--- config.mk ---
export PLATFORM = sky130hd
export DESIGN_NAME = power_meter_draw_flat
export DESIGN_NICKNAME = d
export VERILOG_FILES = /design/src/rtl/variable_pkg.sv /design/src/rtl/vga_if.sv /design/src/rtl/power_meter_ctrl.sv /design/src/rtl/power_meter_draw.sv /design/src/flat_wrapper.sv
export SDC_FILE = /design/constraint.sdc
export NUM_CORES = 1
export LEC_CHECK = 0
export ABC_AREA = 1
export BUFFER_PORTS_ARGS = -buffer_cell sky130_fd_sc_hd__buf_4
export CELL_PAD_IN_SITES_DETAIL_PLACEMENT = 0
export CELL_PAD_IN_SITES_GLOBAL_PLACEMENT = 1
export CORE_MARGIN = 2
export CORE_UTILIZATION = 39
export DETAILED_ROUTE_END_ITERATION = 8
export PLACE_DENSITY_LB_ADDON = 0.1
export SLEW_MARGIN = 15
export SYNTH_ARGS = -nofsm -noshare
export SYNTH_HDL_FRONTEND = slang
export SYNTH_SLANG_ARGS = --single-unit
--- constraint.sdc ---
create_clock -name clk60MHz -period 3.78 [get_ports clk60MHz]
set_input_delay 0.756 -clock clk60MHz [delete_from_list [all_inputs] [get_ports clk60MHz]]
set_output_delay 0.756 -clock clk60MHz [all_outputs]
set_load 0.005 [all_outputs]
--- src/rtl/variable_pkg.sv ---
// Shared game constants: power-bar placement per player, direction/state enums and bar colours.
package variable_pkg;

  localparam int PKG_PLAYERS  = 2;
  localparam int PLAYER_IDX_W = 1;

  typedef enum logic {LEFT, RIGHT} dir_t;
  typedef enum logic [1:0] {IDLE, UP, DOWN, LOCKED} power_state_t;

  localparam logic [11:0] POWER_YPOS   = 12'd40;
  localparam logic [11:0] POWER_HEIGHT = 12'd8;

  // Player 0 grows leftwards from its anchor, player 1 rightwards.
  localparam logic [11:0] POWER_XPOS [PKG_PLAYERS] = '{12'd300, 12'd340};
  localparam dir_t        POWER_DIR  [PKG_PLAYERS] = '{LEFT, RIGHT};

  localparam logic [11:0] COLOR_GREEN  = 12'h2c2;
  localparam logic [11:0] COLOR_YELLOW = 12'hea2;
  localparam logic [11:0] COLOR_RED    = 12'he22;

endpackage

--- src/rtl/vga_if.sv ---
// VGA timing + colour bundle passed between overlay stages.
interface vga_if;
  logic [10:0] vcount;
  logic        vsync;
  logic        vblnk;
  logic [10:0] hcount;
  logic        hsync;
  logic        hblnk;
  logic [11:0] rgb;

  modport in  (input  vcount, vsync, vblnk, hcount, hsync, hblnk, rgb);
  modport out (output vcount, vsync, vblnk, hcount, hsync, hblnk, rgb);
endinterface

--- src/rtl/power_meter_ctrl.sv ---
// Frame-tick detection, step divider, ping-pong/lock FSM and latched shot power.
// power/power_valid are registered one cycle after the release is sampled.
module power_meter_ctrl
  import variable_pkg::*;
#(
  parameter int NUM_PLAYERS     = 2,
  parameter int POWER_W         = 5,
  parameter int FRAMES_PER_STEP = 2,
  parameter int HOLD_FRAMES     = 60,
  parameter int PW              = (NUM_PLAYERS > 1) ? $clog2(NUM_PLAYERS) : 1
) (
  input  logic               clk60MHz,
  input  logic               rst_n,
  input  logic               i_vblnk,
  input  logic               i_charge,
  input  logic [PW-1:0]      i_player,
  output logic [1:0]         o_state,
  output logic [PW-1:0]      o_player,
  output logic [POWER_W-1:0] o_value,
  output logic [POWER_W-1:0] o_power,
  output logic               o_power_valid
);

  localparam int DIV_W  = (FRAMES_PER_STEP > 1) ? $clog2(FRAMES_PER_STEP) : 1;
  localparam int HOLD_W = (HOLD_FRAMES > 1) ? $clog2(HOLD_FRAMES) : 1;
  localparam logic [DIV_W-1:0]   DIV_LAST  = DIV_W'(FRAMES_PER_STEP - 1);
  localparam logic [HOLD_W-1:0]  HOLD_LAST = HOLD_W'(HOLD_FRAMES - 1);
  localparam logic [POWER_W-1:0] CNT_MAX   = '1;

  power_state_t       r_state;
  logic               r_vblnk_d;
  logic [PW-1:0]      r_player;
  logic [POWER_W-1:0] r_cnt;
  logic [POWER_W-1:0] r_power;
  logic               r_power_valid;
  logic [DIV_W-1:0]   r_div;
  logic [HOLD_W-1:0]  r_hold;
  logic               r_armed;

  logic w_tick;
  logic w_step;
  logic w_abort;

  assign w_tick  = i_vblnk & ~r_vblnk_d;
  assign w_step  = w_tick && (r_div == DIV_LAST);
  // A player change or an out-of-range player drops any charge without a pulse.
  assign w_abort = (int'(i_player) >= NUM_PLAYERS) ||
                   ((i_player != r_player) && (r_state != IDLE));

  always_ff @(posedge clk60MHz or negedge rst_n) begin
    if (!rst_n) begin
      r_state       <= IDLE;
      r_vblnk_d     <= 1'b0;
      r_player      <= '0;
      r_cnt         <= '0;
      r_power       <= '0;
      r_power_valid <= 1'b0;
      r_div         <= '0;
      r_hold        <= '0;
      r_armed       <= 1'b0;
    end else begin
      r_vblnk_d     <= i_vblnk;
      r_player      <= i_player;
      r_power_valid <= 1'b0;
      if (w_tick) begin
        r_div <= (r_div == DIV_LAST) ? '0 : r_div + 1'b1;
      end

      if (w_abort) begin
        r_state <= IDLE;
        r_cnt   <= '0;
        r_div   <= '0;
        r_hold  <= '0;
      end else begin
        case (r_state)
          IDLE: begin
            r_cnt <= '0;
            if (!i_charge) begin
              r_armed <= 1'b1;
            end else if (r_armed) begin
              r_state <= UP;
              r_armed <= 1'b0;
              r_div   <= '0;
            end
          end
          UP, DOWN: begin
            // Release wins over a same-cycle step so the shown value is latched.
            if (!i_charge) begin
              r_state       <= LOCKED;
              r_power       <= r_cnt;
              r_power_valid <= 1'b1;
              r_hold        <= '0;
              r_div         <= '0;
            end else if (w_step) begin
              if (r_state == UP) begin
                if (r_cnt == CNT_MAX) begin
                  r_cnt   <= r_cnt - 1'b1;
                  r_state <= DOWN;
                  r_div   <= '0;
                end else begin
                  r_cnt <= r_cnt + 1'b1;
                end
              end else begin
                if (r_cnt == '0) begin
                  r_cnt   <= r_cnt + 1'b1;
                  r_state <= UP;
                  r_div   <= '0;
                end else begin
                  r_cnt <= r_cnt - 1'b1;
                end
              end
            end
          end
          LOCKED: begin
            if (w_tick) begin
              if (r_hold == HOLD_LAST) begin
                r_state <= IDLE;
                r_cnt   <= '0;
                r_hold  <= '0;
                r_div   <= '0;
              end else begin
                r_hold <= r_hold + 1'b1;
              end
            end
          end
          default: r_state <= IDLE;
        endcase
      end
    end
  end

  assign o_state       = r_state;
  assign o_player      = r_player;
  assign o_value       = (r_state == LOCKED) ? r_power : r_cnt;
  assign o_power       = r_power;
  assign o_power_valid = r_power_valid;

endmodule

--- src/rtl/power_meter_draw.sv ---
// Shot-power meter overlay: charge FSM plus per-player power bar, 1-cycle video latency.
// POWER_GRADIENT_EN selects a value-dependent bar colour; otherwise the bar is solid yellow.
module power_meter_draw
  import variable_pkg::*;
#(
  parameter int NUM_PLAYERS     = 2,
  parameter int POWER_W         = 5,
  parameter int STEP_PX         = 4,
  parameter int FRAMES_PER_STEP = 2,
  parameter int HOLD_FRAMES     = 60,
  localparam int PW             = (NUM_PLAYERS > 1) ? $clog2(NUM_PLAYERS) : 1
) (
  input  logic               clk60MHz,
  input  logic               rst_n,
  input  logic               charge,
  input  logic [PW-1:0]      current_player,
  output logic [POWER_W-1:0] power,
  output logic               power_valid,
  vga_if.in                  in,
  vga_if.out                 out
);

  logic [1:0]              w_state;
  logic [PW-1:0]           w_player;
  logic [POWER_W-1:0]      w_value;
  logic [PLAYER_IDX_W-1:0] w_pidx;
  logic [11:0]             w_width;
  logic [11:0]             w_xpos;
  logic [11:0]             w_left;
  logic [12:0]             w_right;
  logic [11:0]             w_x;
  logic [11:0]             w_y;
  logic                    w_in_x;
  logic                    w_in_y;
  logic                    w_draw;
  logic [11:0]             w_colour;

  power_meter_ctrl #(
    .NUM_PLAYERS     (NUM_PLAYERS),
    .POWER_W         (POWER_W),
    .FRAMES_PER_STEP (FRAMES_PER_STEP),
    .HOLD_FRAMES     (HOLD_FRAMES),
    .PW              (PW)
  ) u_ctrl (
    .clk60MHz      (clk60MHz),
    .rst_n         (rst_n),
    .i_vblnk       (in.vblnk),
    .i_charge      (charge),
    .i_player      (current_player),
    .o_state       (w_state),
    .o_player      (w_player),
    .o_value       (w_value),
    .o_power       (power),
    .o_power_valid (power_valid)
  );

  assign w_pidx = PLAYER_IDX_W'(w_player);

  always_comb begin
    w_xpos  = POWER_XPOS[w_pidx];
    w_width = 12'(w_value) * 12'(STEP_PX);
    w_x     = {1'b0, in.hcount};
    w_y     = {1'b0, in.vcount};
    // Left-growing bars clamp at column 0 instead of wrapping.
    w_left  = (w_xpos >= w_width) ? (w_xpos - w_width) : 12'd0;
    w_right = {1'b0, w_xpos} + {1'b0, w_width};
    w_in_y  = (w_y >= POWER_YPOS) && (w_y <= POWER_YPOS + POWER_HEIGHT);
    if (POWER_DIR[w_pidx] == LEFT) begin
      w_in_x = (w_x >= w_left) && (w_x <= w_xpos);
    end else begin
      w_in_x = (w_x >= w_xpos) && ({1'b0, w_x} <= w_right);
    end
    w_draw = (w_state != IDLE) && w_in_x && w_in_y && !in.hblnk && !in.vblnk;
  end

`ifdef POWER_GRADIENT_EN
  localparam int POWER_MAX = 2**POWER_W - 1;
  localparam logic [POWER_W-1:0] GRAD_LO = POWER_W'(POWER_MAX / 3);
  localparam logic [POWER_W-1:0] GRAD_HI = POWER_W'(2 * POWER_MAX / 3);

  always_comb begin
    w_colour = COLOR_RED;
    if (w_value <= GRAD_LO) begin
      w_colour = COLOR_GREEN;
    end else if (w_value <= GRAD_HI) begin
      w_colour = COLOR_YELLOW;
    end
  end
`else
  assign w_colour = COLOR_YELLOW;
`endif

  always_ff @(posedge clk60MHz or negedge rst_n) begin
    if (!rst_n) begin
      out.vcount <= '0;
      out.vsync  <= 1'b0;
      out.vblnk  <= 1'b0;
      out.hcount <= '0;
      out.hsync  <= 1'b0;
      out.hblnk  <= 1'b0;
      out.rgb    <= '0;
    end else begin
      out.vcount <= in.vcount;
      out.vsync  <= in.vsync;
      out.vblnk  <= in.vblnk;
      out.hcount <= in.hcount;
      out.hsync  <= in.hsync;
      out.hblnk  <= in.hblnk;
      out.rgb    <= w_draw ? w_colour : in.rgb;
    end
  end

endmodule

--- src/flat_wrapper.sv ---
// flat-port wrapper written by rule: the top's interface ports become plain ports
module power_meter_draw_flat import variable_pkg::*;
#(
  parameter int NUM_PLAYERS     = 2,
  parameter int POWER_W         = 5,
  parameter int STEP_PX         = 4,
  parameter int FRAMES_PER_STEP = 2,
  parameter int HOLD_FRAMES     = 60,
  localparam int PW             = (NUM_PLAYERS > 1) ? $clog2(NUM_PLAYERS) : 1
)
  (clk60MHz, rst_n, charge, current_player, power, power_valid, in_vcount, in_vsync, in_vblnk, in_hcount, in_hsync, in_hblnk, in_rgb, out_vcount, out_vsync, out_vblnk, out_hcount, out_hsync, out_hblnk, out_rgb);
  vga_if in_i ();
  vga_if out_i ();
  input  logic clk60MHz;
  input  logic rst_n;
  input  logic charge;
  input  logic [PW-1:0] current_player;
  output logic [POWER_W-1:0] power;
  output logic power_valid;
  input wire logic [$bits(in_i.vcount)-1:0] in_vcount;
  input wire logic [$bits(in_i.vsync)-1:0] in_vsync;
  input wire logic [$bits(in_i.vblnk)-1:0] in_vblnk;
  input wire logic [$bits(in_i.hcount)-1:0] in_hcount;
  input wire logic [$bits(in_i.hsync)-1:0] in_hsync;
  input wire logic [$bits(in_i.hblnk)-1:0] in_hblnk;
  input wire logic [$bits(in_i.rgb)-1:0] in_rgb;
  output wire logic [$bits(out_i.vcount)-1:0] out_vcount;
  output wire logic [$bits(out_i.vsync)-1:0] out_vsync;
  output wire logic [$bits(out_i.vblnk)-1:0] out_vblnk;
  output wire logic [$bits(out_i.hcount)-1:0] out_hcount;
  output wire logic [$bits(out_i.hsync)-1:0] out_hsync;
  output wire logic [$bits(out_i.hblnk)-1:0] out_hblnk;
  output wire logic [$bits(out_i.rgb)-1:0] out_rgb;
  assign in_i.vcount = in_vcount;
  assign in_i.vsync = in_vsync;
  assign in_i.vblnk = in_vblnk;
  assign in_i.hcount = in_hcount;
  assign in_i.hsync = in_hsync;
  assign in_i.hblnk = in_hblnk;
  assign in_i.rgb = in_rgb;
  assign out_vcount = out_i.vcount;
  assign out_vsync = out_i.vsync;
  assign out_vblnk = out_i.vblnk;
  assign out_hcount = out_i.hcount;
  assign out_hsync = out_i.hsync;
  assign out_hblnk = out_i.hblnk;
  assign out_rgb = out_i.rgb;
  power_meter_draw #(.NUM_PLAYERS(NUM_PLAYERS), .POWER_W(POWER_W), .STEP_PX(STEP_PX), .FRAMES_PER_STEP(FRAMES_PER_STEP), .HOLD_FRAMES(HOLD_FRAMES)) u_core (.clk60MHz(clk60MHz), .rst_n(rst_n), .charge(charge), .current_player(current_player), .power(power), .power_valid(power_valid), .in(in_i), .out(out_i));
endmodule
[Word level (Yosys, flattened, before mapping)]
Index checks and enable logic that the tools add are counted.
Operators by class
  magnitude comparators: 8
  reductions and logical operators: 21
  div/mod/pow operators: 0
  multiplexer cells: 51
  $mul: 0
  bitwise operators: 5
  equal/unequal tests: 16
  shifts and indexed selects: 0
  $add $sub $neg: 6
Operators by type and width (count)
  $mux 12: 4
  $mux 5: 9
  $ge 11x12->1: 2
  $mux 6: 4
  $ne 3x3->1 const B: 7
  $mux 2: 10
  $mux 1: 19
  $pmux 5 s3: 1
  $add 12x7->13: 1
  $le 11x13->1: 1
  $ge 12x7->1: 1
  $le 11x12->1: 1
  $pmux 6 s2: 1
  $sub 12x7->12: 1
  $ge 11x6->1 const B: 1
  $le 11x6->1 const B: 1
  $ne 5x5->1 const B: 2
  $logic_and 1x1->1: 9
  $mux 7: 1
  $reduce_and 7->1: 1
  $add 6x1->6 const B: 1
  $eq 6x6->1 const B: 1
  $pmux 2 s3: 1
  $reduce_and 3->1: 2
  21 further kinds: 25
Word-level totals
  RAM bits: 0
  word-level logic and storage cells: 122
  bits in latches: 0
  register bits: 60
  ROM bits: 0
  output and inout bits: 44
  memories: 0
  input port bits: 42

[Longest topological paths before layout]
Gate-level depths: netlist of run 1.
  depth in word-level cells: 14
  depth in mapped cells: 24

[By module]
Synthesis of run 1 repeated with hierarchy kept, for this count alone.
Unflattened totals
  cells, all modules: 401
  area, all modules: 3405.8 µm²
By module, submodules not included
  power_meter_draw: instances 1, seq. area each 950.9 µm², cells each 197, area each 1905.6 µm²
  power_meter_ctrl: instances 1, seq. area each 575.6 µm², cells each 204, area each 1500.2 µm²

[Worst setup path after synthesis of run 1]
Ideal clock, no wire load.
  kind: flip-flop to flip-flop
  start point: register u_core.u_ctrl.r_state[0] (netlist: u_core.u_ctrl.o_state[0])
  end point: register u_core.out.rgb[3]
  period minus slack after synthesis: 3.203 ns
  data arrival time: 3.090 ns
  slack: 0.577 ns
  cell stages (with the launch flop): 20
  path through: dfrtp_1 ha_1 clkbuf_1 o21ai_0 ha_1 inv_1 fa_1 a21oi_1 o21bai_1 ha_1 nand2_1 nor3_1 nand2_1 nand2_1 nand2_1 nand2_1 nand3_2 buf_6 nand2_1 inv_1
On the way
  cells in the longest elaborated chain, start to end: 12
  elaborated cells between the ends (all ways): 17
  classes of those cells: 2 x add/sub; 3 x order compare; 1 x eq/ne; 4 x mux; 7 x reduce/logical
Ends and longest elaborated chain
  from (decl): RTL line power_meter_ctrl.sv:30  | power_state_t r_state;
  from (signal assigned): RTL line power_meter_ctrl.sv:52  | r_state <= IDLE;
  from (signal assigned): RTL line power_meter_ctrl.sv:70  | r_state <= IDLE;
  from (signal assigned): RTL line power_meter_ctrl.sv:81  | r_state <= UP;
  $eq 2x2->1: RTL line power_meter_ctrl.sv:134  | assign o_value = (r_state == LOCKED) ? r_power : r_cnt;
  $mux 5: RTL line power_meter_ctrl.sv:134
  $sub 12x7->12 / $ge 12x7->1 (equally long branches): RTL line power_meter_draw.sv:65  | w_left = (w_xpos >= w_width) ? (w_xpos - w_width) : 12'd0;
  $mux 12: RTL line power_meter_draw.sv:65
  $ge 11x12->1: RTL line power_meter_draw.sv:69  | w_in_x = (w_x >= w_left) && (w_x <= w_xpos);
  $logic_and 1x1->1: RTL line power_meter_draw.sv:69
  $mux 1: RTL line power_meter_draw.sv:68  | if (POWER_DIR[w_pidx] == LEFT) begin
  $logic_and 1x1->1 (*) (4 in series): RTL line power_meter_draw.sv:73  | w_draw = (w_state != IDLE) && w_in_x && w_in_y && !in.hblnk && !in.vblnk;
  $mux 12 (*): RTL line power_meter_draw.sv:109  | out.rgb <= w_draw ? w_colour : in.rgb;
  to (decl): RTL line vga_if.sv:12  | modport out (output vcount, vsync, vblnk, hcount, hsync, hblnk, rgb);
Every way passes the cells marked *; elsewhere a longest branch is shown, timed or not.
A chain may end at the register's enable or synchronous reset.

[Worst setup path after layout of run 1]
  start point: register u_core.u_ctrl.r_state[0] (netlist: u_core.u_ctrl.o_state[0])
  end point: register u_core.out.rgb[0]
The elaborated chain is that of the path after synthesis.

==> results by group, run 1 <==
Critical path
  – Worst Setup Start Kind: register
  – CP max FO: 15
  – Reg2reg path depth: 17
  – CP Capture Type: register
  – CP Class: register to register
  – Worst R2R Setup Slack: 0.41 ns
  – Crit path DAT: 3.60 ns
  – Req. time, crit path: 4.01 ns
  – RR Startpoint: u_core.u_ctrl.o_state[0]
  – Reg2Reg Capture Point: u_core.out.rgb[0]

Timing
  – Setup Skew: 0.00582 ns
  – Worst-margin pin slew: 0.738 ns
  – Unrepaired setup endpoints after global routing: no
  – Setup-failing EPs final: 0
  – Hold violation total from the final report: 0
  – FMAX: 297 MHz
  – Slew Viols, Final: 0
  – Slew headroom: 50.8%
  – Fin crit share: 89.1%
  – Total negative slack: 0 ns
  – Fin crit period: 3.37 ns

Route
  – Mean number of vias per cell: 4.66
  – Wirelength per Cell: 12.3 um
  – Total Wirelength: 7180 um
  – Iter 0 DRT Violations: 94
  – Number of vias in the routed layout: 2714
  – Post-route ant nets: 0
  – TritonRoute pass-1 iters: 4
  – DRC: 0

Place
  – # port buffers: 85
  – GPL Wtd Cong: 0.812
  – Placed Cells: 567
  – Hpwl dp: 5620 um

Synthesis
  – Area leader, netlist: dfrtp_1
  – Post-synthesis sequential area ratio: 46.2%
  – Share of the synthesized area in the top cell type: 46.2%
  – Syn Area/Cell: 8.58 um^2
  – Post-Syn Area: 3250 um^2
  – Synthesized flop and latch total: 60
  – Synth Instances: 379
  – Syn_nets: 455
  – Top cells by area, synth: dfrtp_1 (46%), ha_1 (12%), nand2_1 (11%)
  – Netlist cell types: 38
  – Synth warnings: 0

Global routing
  – Global router's overall resource usage: 17.2%
  – Largest net degree at the start of global routing: 61
  – Antenna violations before repair: 0
  – Grt ovf: 0
  – Global-route wire length before repair: 12000 um
  – Vias in the first global route: 2683

Clock tree
  – Clock latency at the later pin of the worst-skew pair: 0.34 ns
  – Clock net sink count: 60
  – TritonCTS clock tree: done
  – Clk root buf: clkbuf_8
  – Hold_buf cts: 0
  – Clock transition at the registers of the reported paths: 0.07 ns
  – Total setup buffers inserted after CTS: 0
  – Clock buffers created by TritonCTS: 9
  – H-Tree Depth: 3
  – Worst-case clock buffer depth: 2

Final layout
  – Layout Nets: 549
  – Most frequent cells in the layout: nand2_1 (91), buf_4 (86), inv_1 (65)
  – Area growth syn-to-layout: 28.8%
  – FILL cells: 794
  – Fin cells: 583
  – Final Util: 51.5%
  – Most common cell after layout, fill and taps aside: nand2_1
  – Antenna diodes: 0
  – Share of post-route cells with drive strength above 1: 24.3%

Power
  – Leak Pwr: 2.26 nW
  – Worst VDD drop: 0.290 mV
  – Cell Pwr Density: 567 nW/um^2
  – Pwr Total: 0.00237 W

Die
  – Initial Util: 40.0%
  – Die Span Y: 95.3 um
  – Row cnt: 33
  – Die ar.: 9090 um^2
  – Core area: 8130 um^2
  – Io pins: 86
  – Die W: 95.3 um

Status
  – Status: completed

Hold path
  – Worst Hold Class: primary input to async pin

Job
  – Maximum Capacitance Violations: 0
synth_stat cells:
master / instances
a31oi_1: 1
nand4_1: 7
o211ai_1: 1
or2_1: 2
nor2_1: 23
or2_2: 1
nand3b_1: 1
xor2_1: 8
o22ai_1: 4
o311ai_0: 1
inv_1: 65
o21bai_1: 1
and3_1: 1
nor3b_1: 1
inv_2: 4
nor2_4: 1
buf_6: 1
clkbuf_1: 1
nor3_1: 6
o21ai_0: 18
a21oi_1: 13
xnor2_1: 1
nand3_4: 1
nand2_2: 2
nand2_1: 91
o21ai_1: 2
fa_1: 2
o31ai_1: 1
dfrtp_1: 60
nor2_2: 2
a211oi_1: 1
or2_0: 1
buf_2: 1
nand3_1: 17
o21ai_2: 1
nand3_2: 1
ha_1: 32
nor4_1: 2
timing repair:
item | 4_1_cts | 5_1_grt
gates resized for setup | 0 | 1
endpoints found under the hold margin | 0 | 0
endpoints found under the setup margin | 0 | 12
area by class of cell:
cell class / count / area, um^2 / area share [%]
clock buffers: 9 / 124 / 2.96
inverters: 69 / 259 / 6.18
repair buffers: 86 / 646 / 15.4
flip-flops and latches: 60 / 1500 / 35.8
clock inverters: 7 / 52.6 / 1.25
multi-input cells: 247 / 1480 / 35.2
well taps: 105 / 131 / 3.14
critical path, stage by stage (launching register included):
cell and delay (ns):
dfrtp_1 0.41, ha_2 0.28, o21ai_0 0.42, ha_1 0.26
inv_1 0.06, fa_1 0.39, a21oi_1 0.17, o21bai_1 0.08
ha_1 0.30, nand2_1 0.07, nor3_1 0.19, nand2_1 0.07
nand2_1 0.06, nand2_1 0.06, nand2_1 0.07, nand3_2 0.20
nand2_1 0.13, inv_1 0.04
layer usage:
metal  GRT usage (%)  routed length (um)  part of all wire [%]  vias to the layer above
li1                -                   -                     -                     1396
met1            21.7                3230                    45                     1235
met5               0                   0                     0                        -
met3            3.40                 418                   5.8                       11
met2            28.6                3400                    47                       72
met4            7.49                 129                   1.8                        0
registers in the layout (all words and copies together), names as in the netlist, 2 cells and up:
| signal | cells |
|---|---|
| u_core.u_ctrl.o_state | 2 |
| u_core.u_ctrl.r_cnt | 5 |
| u_core.u_ctrl.o_power | 5 |
| u_core.out.vcount | 11 |
| u_core.out.hcount | 11 |
| u_core.u_ctrl.r_hold | 6 |
| u_core.out.rgb | 12 |
per-stage QoR:
stage	hold WS, ns	instance area (um^2)	worst slack, ns
2_1_floorplan	0.460	3250	0.577
3_3_place_gp	0.496	4010	0.351
3_5_place_dp	0.505	4010	0.253
4_1_cts	0.507	4190	0.220
5_1_grt	0.510	4190	0.0308
6_report	0.469	4190	0.412
kinds of logic after synthesis:
family / count (synthesis) / share of synthesized area, %
adders and majority gates: 34 / 13.5
DFF: 60 / 46.2
buffers and inverters: 72 / 8.58
xor gates and xnor gates: 9 / 2.42
and+or+nand+nor: 160 / 21.8
AOI/OAI and AO/OA: 44 / 7.50
worst max path at each step:
stage               depth (start not counted)                end                      from
global route                               22  u_core.out.rgb[8]  u_core.u_ctrl.o_state[0]
CTS                                        22  u_core.out.rgb[0]  u_core.u_ctrl.o_state[0]
detailed placement                         22  u_core.out.rgb[0]  u_core.u_ctrl.o_state[0]
global placement                           17  u_core.out.rgb[6]  u_core.u_ctrl.o_state[0]
finish                                     17  u_core.out.rgb[0]  u_core.u_ctrl.o_state[0]
floorplan                                  19  u_core.out.rgb[3]  u_core.u_ctrl.o_state[0]
where the power goes:
part / total, W / switching (W) / leakage (nW) / internal, W
sequential: 0.000781 / 0.0000516 / 0.736 / 0.000729
clock: 0.000516 / 0.000276 / 0.0896 / 0.000240
combinational: 0.00108 / 0.000651 / 1.44 / 0.000426
total: 0.00237 / 0.000978 / 2.26 / 0.00140
No activity file was read; power rests on OpenSTA's default activity.
==> run 2, diff against run 1 <==
ABC_AREA = unset   (was 1)
CORE_UTILIZATION = 40   (was 39)
==> run 2 against run 1 <==
Clock power is 35% higher. Hold slack better by 0.0050 ns. Total power is 2.8% higher. Via count is 10% lower. Sequential power is 1% higher. Largest cell class is now multi-input gates. Utilization is 2.8 points higher. Sequential share of layout area is 0.29 points higher. Die area is 6.1% lower. Worst setup slack worse by 0.11 ns. Wire length is 0.43% lower.
==> results by group, run 2 <==
Status
  – Status: completed

Critical path
  – CP Class: register to register
  – CP Capture Type: register
  – Critical Path, Cell by Cell: ha_4, mux2_2, ha_1, o21bai_1, a21oi_1, xnor2_1, ha_1, nand2_1, o21ai_0, a2111oi_2, a211oi_2, or3_2
  – Crit path DAT: 3.68 ns
  – Critical path's largest stage delay: 0.48 ns
  – CP max FO: 7
  – Slowest cell on the critical path: or3_2
  – Req. time, crit path: 3.98 ns
  – CP dominant cell by count: ha_1
  – Reg2reg path depth: 12
  – Worst Setup Start Kind: register

Power
  – Cell Pwr Density: 587 nW/um^2
  – Pwr Total: 0.00244 W
  – Leak Pwr: 2.01 nW
  – Worst VDD drop: 0.339 mV

Synthesis
  – Area leader, netlist: dfrtp_1
  – Mux cell area share after synthesis: 3.21%
  – Syn_nets: 363
  – Share of the synthesized area in the top cell type: 48.1%
  – EDFF count, synth: 0
  – XOR/XNOR share of the synthesized area: 1.96%
  – Top cells by area, synth: dfrtp_1 (48%), ha_1 (13%), a21oi_1 (2.9%)
  – Post-synthesis sequential area ratio: 48.1%
  – Synth warnings: 0
  – Post-synth top cells: dfrtp_1 (60), ha_1 (32), inv_1 (21)
  – Compound-cell area share of the yosys netlist: 14.1%
  – Count leader, synth: dfrtp_1
  – Top FF cell, synth: dfrtp_1
  – Simple-gate portion of the synthesized area: 14.9%
  – FFs w/ async S/R, synth: 100%
  – Largest family of logic cells by synthesized area: simple AND/OR/NAND/NOR gates
  – Syn Area/Cell: 10.9 um^2
  – Synth Instances: 287
  – Synth Area in Adders: 14.1%
  – Post-Syn Area: 3120 um^2
  – Synthesized flop and latch total: 60
  – Netlist cell types: 51

Die
  – Die ar.: 8530 um^2
  – Row cnt: 32
  – Initial Util: 40.8%
  – Core area: 7650 um^2
  – Io pins: 86
  – Die Span Y: 92.4 um
  – Die W: 92.4 um

Timing
  – Fin crit share: 92.1%
  – Hold violation total from the final report: 0
  – Setup Skew: 0.00917 ns
  – Slew headroom: 48.4%
  – Unrepaired setup endpoints after global routing: no
  – Total negative slack: 0 ns
  – Fin crit period: 3.48 ns
  – Worst-margin pin slew: 0.774 ns
  – Slew Viols, Final: 0
  – Setup-failing EPs final: 0
  – FMAX: 287 MHz

Clock tree
  – Clock buffers created by TritonCTS: 9
  – Clock latency at the later pin of the worst-skew pair: 0.34 ns
  – Clock net sink count: 60
  – TritonCTS clock tree: done
  – H-Tree Depth: 3
  – Hold_buf cts: 0
  – Clock transition at the registers of the reported paths: 0.07 ns
  – Worst-case clock buffer depth: 2
  – Clk root buf: clkbuf_8

Final layout
  – Max reg flops: 12
  – Design area: 4160 um^2
  – Area growth syn-to-layout: 33.1%
  – Final Util: 54.3%
  – Largest registers: u_core.out.rgb: 12 flops, u_core.out.hcount: 11 flops, u_core.out.vcount: 11 flops
  – FILL cells: 714
  – Layout Nets: 458
  – Antenna diodes: 0
  – Most common cell after layout, fill and taps aside: buf_4
  – Largest Register: u_core.out.rgb
  – Most frequent cells in the layout: buf_4 (91), dfrtp_1 (60), ha_1 (31)
  – Share of post-route cells with drive strength above 1: 33.2%

Global routing
  – Largest net degree at the start of global routing: 61
  – Met3 usage: 4.31%
  – Global-route wire length before repair: 12000 um
  – Grt ovf: 0
  – GRT busiest layer: met2
  – Vias in the first global route: 2382
  – Global router's overall resource usage: 18.1%
  – GRT met1 Usage: 24.7%
  – Met2 GRT Util: 28.4%
  – Antenna violations before repair: 0

Place
  – GPL Wtd Cong: 0.756
  – Hpwl dp: 5430 um
  – Area of placed instances: 3900 um^2
  – # port buffers: 85

Route
  – Iter 0 DRT Violations: 109
  – Number of vias in the routed layout: 2443
  – DRC: 0
  – Wirelength per Cell: 14.6 um
  – Post-route ant nets: 0
  – Total Wirelength: 7150 um
  – Mean number of vias per cell: 5.01
  – TritonRoute pass-1 iters: 4

Job
  – Maximum Capacitance Violations: 0

Hold path
  – Worst Hold Class: primary input to async pin
run 2: cell types whose count changed after synthesis, sizes merged, moves of 6 or more:
cell   change
inv       -48
mux2       +8
nand2     -78
nand3     -14
nor2      -14
nor2b      +6
or3       +10
run 2: final cells by class:
cell class | count | area, um^2 | area share (%)
Tap cell | 102 | 128 | 3.07
Clock buffer | 10 | 138 | 3.31
Clock inverter | 5 | 100 | 2.41
Sequential cell | 60 | 1500 | 36.1
Timing Repair Buffer | 91 | 683 | 16.4
Multi-Input combinational cell | 199 | 1530 | 36.7
Inverter | 21 | 78.8 | 1.90
run 2: critical path, delay by kind of cell (launching register included):
family                   cells  cell delay [ns]
flip-flops                   1             0.44
adder cells (fa/ha/maj)      3             0.81
AND/OR/NAND/NOR              2             0.56
AO/OA/AOI/OAI                5             1.03
XOR/XNOR                     1             0.16
multiplexers                 1             0.35
run 2: through the flow:
stage	setup slack (ns)	cells	hold WS [ns]
2_1_floorplan	0.0633	287	0.460
3_3_place_gp	0.214	473	0.505
3_5_place_dp	0.0773	473	0.497
4_1_cts	0.0311	488	0.500
5_1_grt	0.0388	488	0.502
6_report	0.299	488	0.474
run 2: report_power, final:
part	internal, W	switching [W]
clock network	0.000450	0.000247
registers	0.000724	0.0000658
logic	0.000435	0.000518
total	0.00161	0.000831
run 2: cell families (layout without fill, tap and decap cells):
group                      after synthesis  after routing
and+or+nand+nor                         81             81
AOI/OAI and AO/OA                       68             68
muxes                                    9              9
xor gates and xnor gates                 7              7
DFF                                     60             60
buffers and inverters                   28            127
adders and majority gates               34             34
run 2: per-layer routing:
metal	routed length [um]	share of wire, %	vias to the layer above
met1	3380	47	1144
met4	103	1.4	0
met3	363	5.1	9
met2	3310	46	69
met5	0	0	-
li1	-	-	1221
run 2: final timing paths:
check | from | slack, ns | end
worst max-delay path | u_core.u_ctrl.o_state[0] | 0.30 | u_core.out.rgb[10]
worst min-delay path | rst_n | 0.47 | u_core.out.rgb[4]
worst max register to register | u_core.u_ctrl.o_state[0] | 0.30 | u_core.out.rgb[10]
worst min register to register | u_core.u_ctrl.o_power[0] | 0.51 | u_core.u_ctrl.o_power[0]
max in group asynchronous | rst_n | 2.79 | u_core.u_ctrl.o_power[1]
min in group clk60MHz | u_core.u_ctrl.o_power[0] | 0.51 | u_core.u_ctrl.o_power[0]
run 2: timing repair:
item	in CTS	in global routing
setup buffers	0	0
gates resized for setup	0	5
endpoints found under the setup margin	0	12
